### config.mk
export PLATFORM = sky130hd
export DESIGN_NAME = fetch_unit_flat
export DESIGN_NICKNAME = d
export VERILOG_FILES = /design/src/rtl/fetch_unit_if.sv /design/src/rtl/fetch_unit.sv /design/src/flat_wrapper.sv
export SDC_FILE = /design/constraint.sdc
export NUM_CORES = 1
export LEC_CHECK = 0
export ABC_AREA = 1
export BUFFER_PORTS_ARGS = -buffer_cell sky130_fd_sc_hd__buf_2
export CAP_MARGIN = 20
export CORE_UTILIZATION = 55
export DETAILED_ROUTE_END_ITERATION = 10
export PLACE_DENSITY_LB_ADDON = 0.08
export SYNTH_ARGS = -nofsm -noshare
export SYNTH_HDL_FRONTEND = slang
export SYNTH_SLANG_ARGS = --single-unit
### constraint.sdc
create_clock -name clk -period 2.9 [get_ports clk]
set_clock_uncertainty 0.05 [all_clocks]
set_input_delay 0.145 -clock clk [delete_from_list [all_inputs] [get_ports clk]]
set_output_delay 0.145 -clock clk [all_outputs]
set_load 0.1 [all_outputs]
### src/rtl/fetch_unit_if.sv
// Instruction-memory request/acknowledge channel between the IF stage and imem.
interface fetch_unit_if;
    logic        req;
    logic [31:0] addr;
    logic        ack;
    logic [31:0] rdata;

    modport master (output req, addr, input ack, rdata);
    modport slave  (input req, addr, output ack, rdata);
endinterface

### src/rtl/fetch_unit.sv
// IF-stage PC sequencer: issues imem fetches, parks words across ID stalls and
// applies branch/jump redirects after the one-instruction delay slot.
module fetch_unit #(
    parameter logic [31:0] RESET_PC = 32'h0000_3000
) (
    input  logic         clk,
    input  logic         reset,
    input  logic         stall_id,
    input  logic         redir_valid,
    input  logic [31:0]  redir_target,
    fetch_unit_if.master imem,
    output logic         id_valid,
    output logic [31:0]  id_instr,
    output logic [31:0]  id_pc,
    output logic [31:0]  id_pc8,
    output logic         misalign_err
);

    typedef enum logic [1:0] {BOOT, REQ, HOLD} state_t;

    state_t      state;
    logic [31:0] pc;
    logic [31:0] buf_word;
    logic        buf_valid;
    logic        pend_valid;
    logic [31:0] pend_target;

    logic        word_avail;
    logic [31:0] word;
    logic        xfer;
    logic        park;
    logic        redir_now;
    logic [31:0] eff_target;
    logic [31:0] next_pc;

    // pc always names the in-flight or parked fetch, so it doubles as the request address.
    assign imem.addr = pc;

    always_comb begin
        // NOTE: every signal written here gets a default first, so no path can infer a latch.
        word_avail = 1'b0;
        word       = imem.rdata;
        next_pc    = pc + 32'd4;

        if (state == REQ && imem.ack) begin
            word_avail = 1'b1;
        end else if (state == HOLD && buf_valid) begin
            word_avail = 1'b1;
            word       = buf_word;
        end

        redir_now  = id_valid && !stall_id && redir_valid;
        eff_target = {redir_target[31:2], 2'b00};
        xfer       = word_avail && (!id_valid || !stall_id);
        park       = (state == REQ) && imem.ack && id_valid && stall_id;

        // A redirect seen this cycle bypasses any older pending one (last wins).
        if (redir_now) begin
            next_pc = eff_target;
        end else if (pend_valid) begin
            next_pc = pend_target;
        end
    end

    always_ff @(posedge clk or negedge reset) begin
        if (!reset) begin
            state        <= BOOT;
            pc           <= RESET_PC;
            imem.req     <= 1'b0;
            id_valid     <= 1'b0;
            id_instr     <= 32'h0;
            id_pc        <= 32'h0;
            id_pc8       <= 32'h0;
            buf_valid    <= 1'b0;
            pend_valid   <= 1'b0;
            pend_target  <= 32'h0;
            misalign_err <= 1'b0;
        end else begin
            // NOTE: state registers use non-blocking assignments so every flop samples pre-edge values.
            if (redir_now && redir_target[1:0] != 2'b00) begin
                misalign_err <= 1'b1;
            end

            case (state)
                BOOT: begin
                    state    <= REQ;
                    imem.req <= 1'b1;
                end
                default: begin
                    if (xfer) begin
                        id_instr   <= word;
                        id_pc      <= pc;
                        id_pc8     <= pc + 32'd8;
                        id_valid   <= 1'b1;
                        pc         <= next_pc;
                        state      <= REQ;
                        imem.req   <= 1'b1;
                        buf_valid  <= 1'b0;
                        pend_valid <= 1'b0;
                    end else if (park) begin
                        state     <= HOLD;
                        imem.req  <= 1'b0;
                        buf_valid <= 1'b1;
                    end else if (redir_now) begin
                        // Delay slot still in flight: remember where to go after it.
                        pend_valid  <= 1'b1;
                        pend_target <= eff_target;
                    end

                    if (!word_avail && !stall_id) begin
                        id_valid <= 1'b0;
                    end
                end
            endcase
        end
    end

    // NOTE: the parked word is only consumed while buf_valid is set, so its data flops need no reset.
    always_ff @(posedge clk) begin
        if (park) begin
            buf_word <= imem.rdata;
        end
    end

endmodule

### src/flat_wrapper.sv
// flat-port wrapper written by rule: the top's interface ports become plain ports
module fetch_unit_flat 
#(
    parameter logic [31:0] RESET_PC = 32'h0000_3000
)
  (clk, reset, stall_id, redir_valid, redir_target, id_valid, id_instr, id_pc, id_pc8, misalign_err, imem_req, imem_addr, imem_ack, imem_rdata);
  fetch_unit_if imem_i ();
  input  logic clk;
  input  logic reset;
  input  logic stall_id;
  input  logic redir_valid;
  input  logic [31:0] redir_target;
  output logic id_valid;
  output logic [31:0] id_instr;
  output logic [31:0] id_pc;
  output logic [31:0] id_pc8;
  output logic misalign_err;
  output wire logic [$bits(imem_i.req)-1:0] imem_req;
  output wire logic [$bits(imem_i.addr)-1:0] imem_addr;
  input wire logic [$bits(imem_i.ack)-1:0] imem_ack;
  input wire logic [$bits(imem_i.rdata)-1:0] imem_rdata;
  assign imem_req = imem_i.req;
  assign imem_addr = imem_i.addr;
  assign imem_i.ack = imem_ack;
  assign imem_i.rdata = imem_rdata;
  fetch_unit #(.RESET_PC(RESET_PC)) u_core (.clk(clk), .reset(reset), .stall_id(stall_id), .redir_valid(redir_valid), .redir_target(redir_target), .imem(imem_i), .id_valid(id_valid), .id_instr(id_instr), .id_pc(id_pc), .id_pc8(id_pc8), .misalign_err(misalign_err));
endmodule
* Word level (Yosys, flattened, before mapping)
Cells that the tools add are included.
Word-level totals: register bits after elaboration 197, output and inout port bits 131, word-level logic and storage cells 63, input port bits 69
Cells by class: multiplexer cells 19, eq/ne operators 3, bitwise operators 3, reduce and logical (&&, ||, !) cells 24, add/sub/neg operators 2
Operator list (number):
- 32-bit 2-to-1 mux | 4
- 32-bit by 3-bit adder with 32-bit output (second input constant) | 1
- 32-bit by 4-bit adder with 32-bit output (second input constant) | 1
- 1-bit 2-to-1 mux | 12
- 1-bit logical AND | 9
- 2-bit nonzero test | 4
- 2-bit 2-to-1 mux | 3
- 2-bit AND reduction | 3
- 4-bit AND reduction | 1
- 1-bit logical NOT | 3
- 1-bit NOT | 3
- 3-bit AND reduction | 1
- 3-bit nonzero test | 1
- 2-bit by 1-bit == test with 1-bit output (second input constant) | 1
- 2-bit == test (second input constant) | 1
- 2-bit logical NOT | 1
- 2-bit by 1-bit != test with 1-bit output (second input constant) | 1
- 1-bit logical OR | 1

* Logic depth before layout (Yosys ltp)
Gate-level depths: netlist (run 1).
depth in word-level cells 8, depth in mapped cells 11

* Least setup slack after synthesis (run 1)
No wires, ideal clock.
path kind register -> register, start reg u_core.id_valid, end reg u_core.buf_word[0] (enable), path buffers 0, setup slack -0.164 ns, setup time 0.424 ns, cell stages (with the launch flop) 3, arrival 2.590 ns, data required time 2.426 ns, cell sequence dfrtp_1 nand2_1 nor2_1
Between the ends: cells in the longest elaborated chain, start to end 2
RTL lines:
- start, declared | RTL line fetch_unit.sv:12 | output logic id_valid,
- start signal, assigned | RTL line fetch_unit.sv:70 | id_valid <= 1'b0;
- start signal, assigned | RTL line fetch_unit.sv:94 | id_valid <= 1'b1;
- start signal, assigned | RTL line fetch_unit.sv:111 | id_valid <= 1'b0;
- 1-bit logical AND (2 in a row) | RTL line fetch_unit.sv:55 | park = (state == REQ) && imem.ack && id_valid && stall_id;
- via u_core.park | RTL line fetch_unit.sv:31 | logic park;
- end signal, assigned | RTL line fetch_unit.sv:121 | buf_word <= imem.rdata;
- end, declared | RTL line fetch_unit.sv:23 | logic [31:0] buf_word;
The timed path passes the listed nets, and every way through them passes these cells. A chain may end at the register's enable or synchronous reset.

* Worst setup path in the final report (run 1)
start reg u_core.state[1], end reg u_core.id_pc8[25]
Between the ends: cells in the longest elaborated chain, start to end 6, elaborated cells on any way between the ends 10
RTL lines:
- start, declared | RTL line fetch_unit.sv:21 | state_t state;
- start signal, assigned | RTL line fetch_unit.sv:67 | state <= BOOT;
- start signal, assigned | RTL line fetch_unit.sv:86 | state <= REQ;
- start signal, assigned | RTL line fetch_unit.sv:96 | state <= REQ;
- 2-bit == test | RTL line fetch_unit.sv:47 | end else if (state == HOLD && buf_valid) begin
- 1-bit logical AND | RTL line fetch_unit.sv:47
- 1-bit 2-to-1 mux | RTL line fetch_unit.sv:47
- 1-bit 2-to-1 mux | RTL line fetch_unit.sv:45 | if (state == REQ && imem.ack) begin
- 1-bit logical AND | RTL line fetch_unit.sv:54 | xfer = word_avail && (!id_valid || !stall_id);
- 2-bit AND reduction (no source line) *
- end signal, assigned | RTL line fetch_unit.sv:93 | id_pc8 <= pc + 32'd8;
- end, declared | RTL line fetch_unit.sv:15 | output logic [31:0] id_pc8,
Every way passes the cells marked *; elsewhere a longest branch is shown, timed or not.

==> results of run 1 <==
-- how the worst max path moves through the flow --
| stage | slack (ns) | cells past startpoint | from | end |
|---|---|---|---|---|
| global route | 0.39 | 8 | u_core.state[1] | u_core.id_pc8[25] |
| detailed placement | 0.59 | 8 | u_core.state[1] | u_core.id_pc8[26] |
| CTS | 0.57 | 8 | u_core.state[1] | u_core.id_pc8[25] |
| finish | 0.53 | 8 | u_core.state[1] | u_core.id_pc8[25] |
| global placement | 0.65 | 8 | u_core.state[1] | u_core.id_pc8[25] |
| floorplan | 0.36 | 2 | u_core.id_valid | u_core.buf_word[0] |
-- through the flow --
stage | instance area (um2) | std cells | hold slack, ns
2_1_floorplan | 9170 | 1086 | -0.201
3_5_place_dp | 10100 | 1444 | 0.0205
4_1_cts | 11400 | 1541 | 0.00322
3_3_place_gp | 10100 | 1444 | 0.0255
6_report | 11400 | 1541 | 0.00312
5_1_grt | 11400 | 1541 | 0.00271
-- cells in the mapped netlist (2+ instances only) --
library cell / count
dfrtp_1: 156
a21oi_1: 46
dfstp_2: 2
nand2_1: 325
o21ai_1: 27
buf_6: 15
nand4_1: 34
buf_4: 12
nor2_2: 7
o21ai_0: 77
xor2_1: 23
buf_1: 3
a31oi_1: 32
ha_1: 2
buf_2: 11
inv_2: 3
clkbuf_1: 25
inv_1: 73
nor2_1: 87
nor2_4: 5
nand3_1: 64
edfxtp_1: 32
o211ai_1: 6
-- area by class of cell --
class | count | area [um2] | share of cell area
Tap cell | 216 | 270 | 0.0236
Inverter | 77 | 292 | 0.0255
Clock buffer | 20 | 457 | 0.0399
Timing Repair Buffer | 273 | 1760 | 0.154
Multi-Input combinational cell | 753 | 3550 | 0.310
Sequential cell | 190 | 4920 | 0.430
Clock inverter | 12 | 198 | 0.0173
-- flip-flops by register name, summed over array words and instances, names as in the netlist --
name and count:
u_core.misalign_err 1, u_core.state 2, u_core.buf_word 32, u_core.imem.req 1
u_core.id_pc8 30, u_core.id_pc 29, u_core.id_instr 32, u_core.buf_valid 1
u_core.pend_valid 1, u_core.pend_target 30, u_core.id_valid 1, u_core.imem.addr 30
-- logic make-up (layout without fill, tap and decap cells) --
group	after synthesis	in the layout	share of synthesized area
fa+ha+maj	2	2	0.00274
buf+inv	143	382	0.0777
other cells	1	6	0.000410
flops	190	190	0.538
compound gates	193	193	0.114
simple gates	528	528	0.245
xor+xnor	24	24	0.0230
-- worst reg2reg max path: cells and delay by family, from the launching register on --
family	cells	cell delay [ns]
DFF	1	0.37
and+or+nand+nor	6	0.78
buffers and inverters	2	1.05
-- repair_timing --
item | 4_1_cts | 5_1_grt
resized for setup | 0 | 0
hold buffers | 65 | 0
endpoints found under the hold margin | 192 | 0
-- routing by layer --
| layer | track usage | wire length, um | up-vias |
|---|---|---|---|
| li1 | - | - | 4020 |
| met1 | 0.427 | 11000 | 3849 |
| met2 | 0.462 | 11300 | 378 |
| met3 | 0.0643 | 2000 | 43 |
| met4 | 0.117 | 574 | 0 |
| met5 | 0 | 0 | - |
==> summary.txt, run 1 <==
Final setup violation count - 0
Die area - 17200 um2
Clock period minus worst slack - 2.37 ns
Syn Area/Cell - 8.46 um2
Detail Placement HPWL - 16.6 mm
R2R Path End - u_core.id_pc8[25]
Status - finished clean
Delay-heaviest family, CP - buffers and inverters
Top_reg_cell synth - dfrtp_1
Area Growth Syn to Fin - 25.1%
Num CTS Buffers - 17
Data required, critical path - 3.18 ns
Slowest stage delay, CP - 0.79 ns
Reg2reg setup slack - 0.53 ns
Initial Util - 0.570
Postcts setup bufs - 0
Top cell type's share of synthesized area - 0.427
Pin count of the biggest net entering global routing - 101
Max Cap Viol - 0
Max_slew headroom - 0.332
Io pins - 200
Final GP Congestion - 0.898
Worst Hold Endpoint - u_core.pend_target[28]
Commonest non-fill, non-tap cell in the layout - nand2_1
CP Class - flip-flop to flip-flop
Total iterations of the first detailed-routing run - 5
Place WS - 0.594 ns
Synth unique cells - 37
Max Freq - 0.422 GHz
Final ANT Viol Nets - 0
Worst-Skew Late Latency - 0.44 ns
CTS max path bufs - 2
FFs w/ async S/R, synth - 0.832
Initial antenna violation count - 0
Setup tns final - 0 ns
Vias per cell - 5.38
Critical-path maximum fanout - 100
First-pass GRT wire length - 39.3 mm
# DRC - 0
Die W - 131 um
GRT Total Usage - 0.304
FP Rows - 46
EDFF count, synth - 32
Root buf cell - clkbuf_16
Slew Viols, Final - 0
Endpoint type of the worst setup path - flip-flop
Num Clock Sinks - 190
HP Start - redir_target[28]
Yosys top cell by area - dfrtp_1
Setup crit start kind - flip-flop
H-tree level count - 4
CTS tree - built
Nets - 1383
Vias in the first global route - 7662
Worst min path class - input port to flip-flop
Yosys warnings - 0
Worst-Margin Slew - 1.00 ns
Layout cell share with drive strength beyond 1 - 0.200
Seq/Total Area, Yosys - 0.538
GRT overflow - 0
RSZ-0062 raised after global routing - no
DR WL/cell - 16.1 um
Core Area - 16100 um2
Hold path cells - 3
Critical path arrival - 2.64 ns
Top post-synthesis cells by area - dfrtp_1, nand2_1, edfxtp_1
Fin worst setup slack - 0.533 ns
Antenna cells - 0
CP max stage cell - buf_4
Cell count after synthesis - 1081
1st-iter DRT viols - 696
Post-Synthesis Cell Area - 9150 um2
Worst R2R Start - u_core.state[1]
Fillers - 1322
Die Y - 131 um
Routed WL - 24.8 mm
IO Port Bufs - 193
Final Hold Fails - 0
Final period util - 0.816
Core Util, Final - 0.712
Worst reg-to-reg path cell count - 8
Via count - 8290
Worst-path clk slew - 0.07 ns
Most frequent cells in the layout - nand2_1, buf_2, dfrtp_1, nor2_1, o21ai_0
Critical-path cell list - buf_4, nand3_2, and2_4, nor2_8, buf_4, nand2_1, nor2_1, nor2_1
CP bufs+invs - 2
FF+latch count, synth - 190
Power of run 1 is not shown: default switching activity piles up to over one toggle a cycle in this logic, so the estimate is an artifact.
==> run 2, diff against run 1 <==
==> constraint.sdc (replaced) <==
create_clock -name clk -period 2.2 [get_ports clk]
set_clock_uncertainty 0.05 [all_clocks]
set_input_delay 0.11 -clock clk [delete_from_list [all_inputs] [get_ports clk]]
set_output_delay 0.11 -clock clk [all_outputs]
set_load 0.1 [all_outputs]
==> summary.txt, run 2 (synthesized netlist as in run 1, its figures left out) <==
DR WL/cell - 16.1 um
Max Cap Viol - 0
Die Y - 131 um
CTS tree - built
Die area - 17200 um2
Most frequent cells in the layout - nand2_1, buf_2, dfrtp_1, nor2_1, o21ai_0
Worst R2R Start - u_core.imem.addr[17]
Num Clock Sinks - 190
CP Class - flip-flop to flip-flop
Clock period minus worst slack - 1.98 ns
Vias per cell - 5.37
Layout cell share with drive strength beyond 1 - 0.210
Root buf cell - clkbuf_16
GRT Total Usage - 0.308
Core Area - 16100 um2
Top flop regs - u_core.buf_word (32), u_core.id_instr (32)
Status - finished clean
Worst-Skew Late Latency - 0.43 ns
Max Freq - 0.505 GHz
Worst min path class - input port to flip-flop
Antenna cells - 0
Nets - 1394
Endpoint type of the worst setup path - flip-flop
R2R Path End - u_core.imem.addr[30]
Slowest stage delay, CP - 0.51 ns
Area Growth Syn to Fin - 26.0%
Vias in the first global route - 7813
IO Port Bufs - 193
Postcts setup bufs - 0
Num CTS Buffers - 17
Routed WL - 25.0 mm
Detail Placement HPWL - 16.7 mm
Io pins - 200
HP Start - imem_ack
H-tree level count - 4
# DRC - 0
Critical-path maximum fanout - 7
Final Hold Fails - 0
Final period util - 0.899
Hold buffers post-CTS - 66
Critical path origin - u_core.imem.addr[17]
Setup crit start kind - flip-flop
Data required, critical path - 2.48 ns
Final setup violation count - 0
CP dominant cell by count - nand2_1
Hold path cells - 4
Die W - 131 um
Critical path arrival - 2.26 ns
Setup tns final - 0 ns
Post-cts resize count - 0
Worst reg-to-reg path cell count - 9
Worst-path clk slew - 0.07 ns
First-pass GRT wire length - 40.1 mm
Via count - 8337
Critical-path cell list - nand2_1, nor2_2, nand2_1, nor2_1, nand3_1, nand3_1, nand2_1, nand2_1, nand2_1
Worst Hold Endpoint - u_core.imem.req
RSZ-0062 raised after global routing - no
Initial Util - 0.570
Worst-Margin Slew - 0.554 ns
CP max stage cell - dfrtp_1
Initial antenna violation count - 0
FP Rows - 46
Pin count of the biggest net entering global routing - 101
Slew Viols, Final - 0
GRT overflow - 0
Max_slew headroom - 0.630
Final GP Congestion - 0.905
1st-iter DRT viols - 712
Commonest non-fill, non-tap cell in the layout - nand2_1
Final ANT Viol Nets - 0
Reg2reg setup slack - 0.22 ns
CTS max path bufs - 2
Total iterations of the first detailed-routing run - 5
run 2: changes by cell type in the layout (fill, tap and decap cells not counted), moves of 2 or more:
cell / delta
inv_8: -3
buf_12: +5
bufinv_16: -2
clkbuf_8: -2
clkinvlp_4: +4
dfrtp_1: -6
buf_4: +5
dfrtp_2: +6
run 2: worst max path at each step:
stage / end / slack [ns] / depth (start not counted)
floorplan: u_core.imem.addr[22] / 0.03 / 9
global placement: u_core.id_pc8[30] / 0.36 / 7
detailed placement: u_core.id_pc8[25] / 0.35 / 8
CTS: u_core.imem.addr[30] / 0.33 / 9
global route: u_core.imem.addr[30] / 0.08 / 10
finish: u_core.imem.addr[30] / 0.22 / 9
run 2: through the flow:
stage	hold WS, ns	area [um2]	setup WS, ns	std cells	util
CTS	0.0638	11500	0.331	1552	0.718
floorplan	-0.236	9180	0.0319	1086	-
finish	0.0746	11500	0.221	1552	0.718
global route	0.113	11500	0.0847	1552	0.718
global placement	0.0210	10300	0.363	1454	0.640
detailed placement	0.0189	10300	0.348	1454	0.640
run 2: worst max-delay path: cells and delay by family, from the launching register on:
kind	cells	cell delay, ns
and+or+nand+nor	9	1.31
DFF	1	0.51
run 2: layout make-up:
cell class	count	area (um2)
clock buffer	17	425
inverter	77	292
timing repair buffer	284	1910
clock inverter	15	160
multi-input combinational	753	3550
tap	216	270
fill	1296	4530
sequential	190	4920
run 2: layer usage:
metal  part of all wire  vias up  GRT usage
li1                   -     4044          -
met1               0.45     3864      0.431
met2               0.45      390      0.471
met3              0.086       39     0.0774
met4              0.021        0      0.100
met5                  0        -          0
Power of run 2 is left out for the same reason.
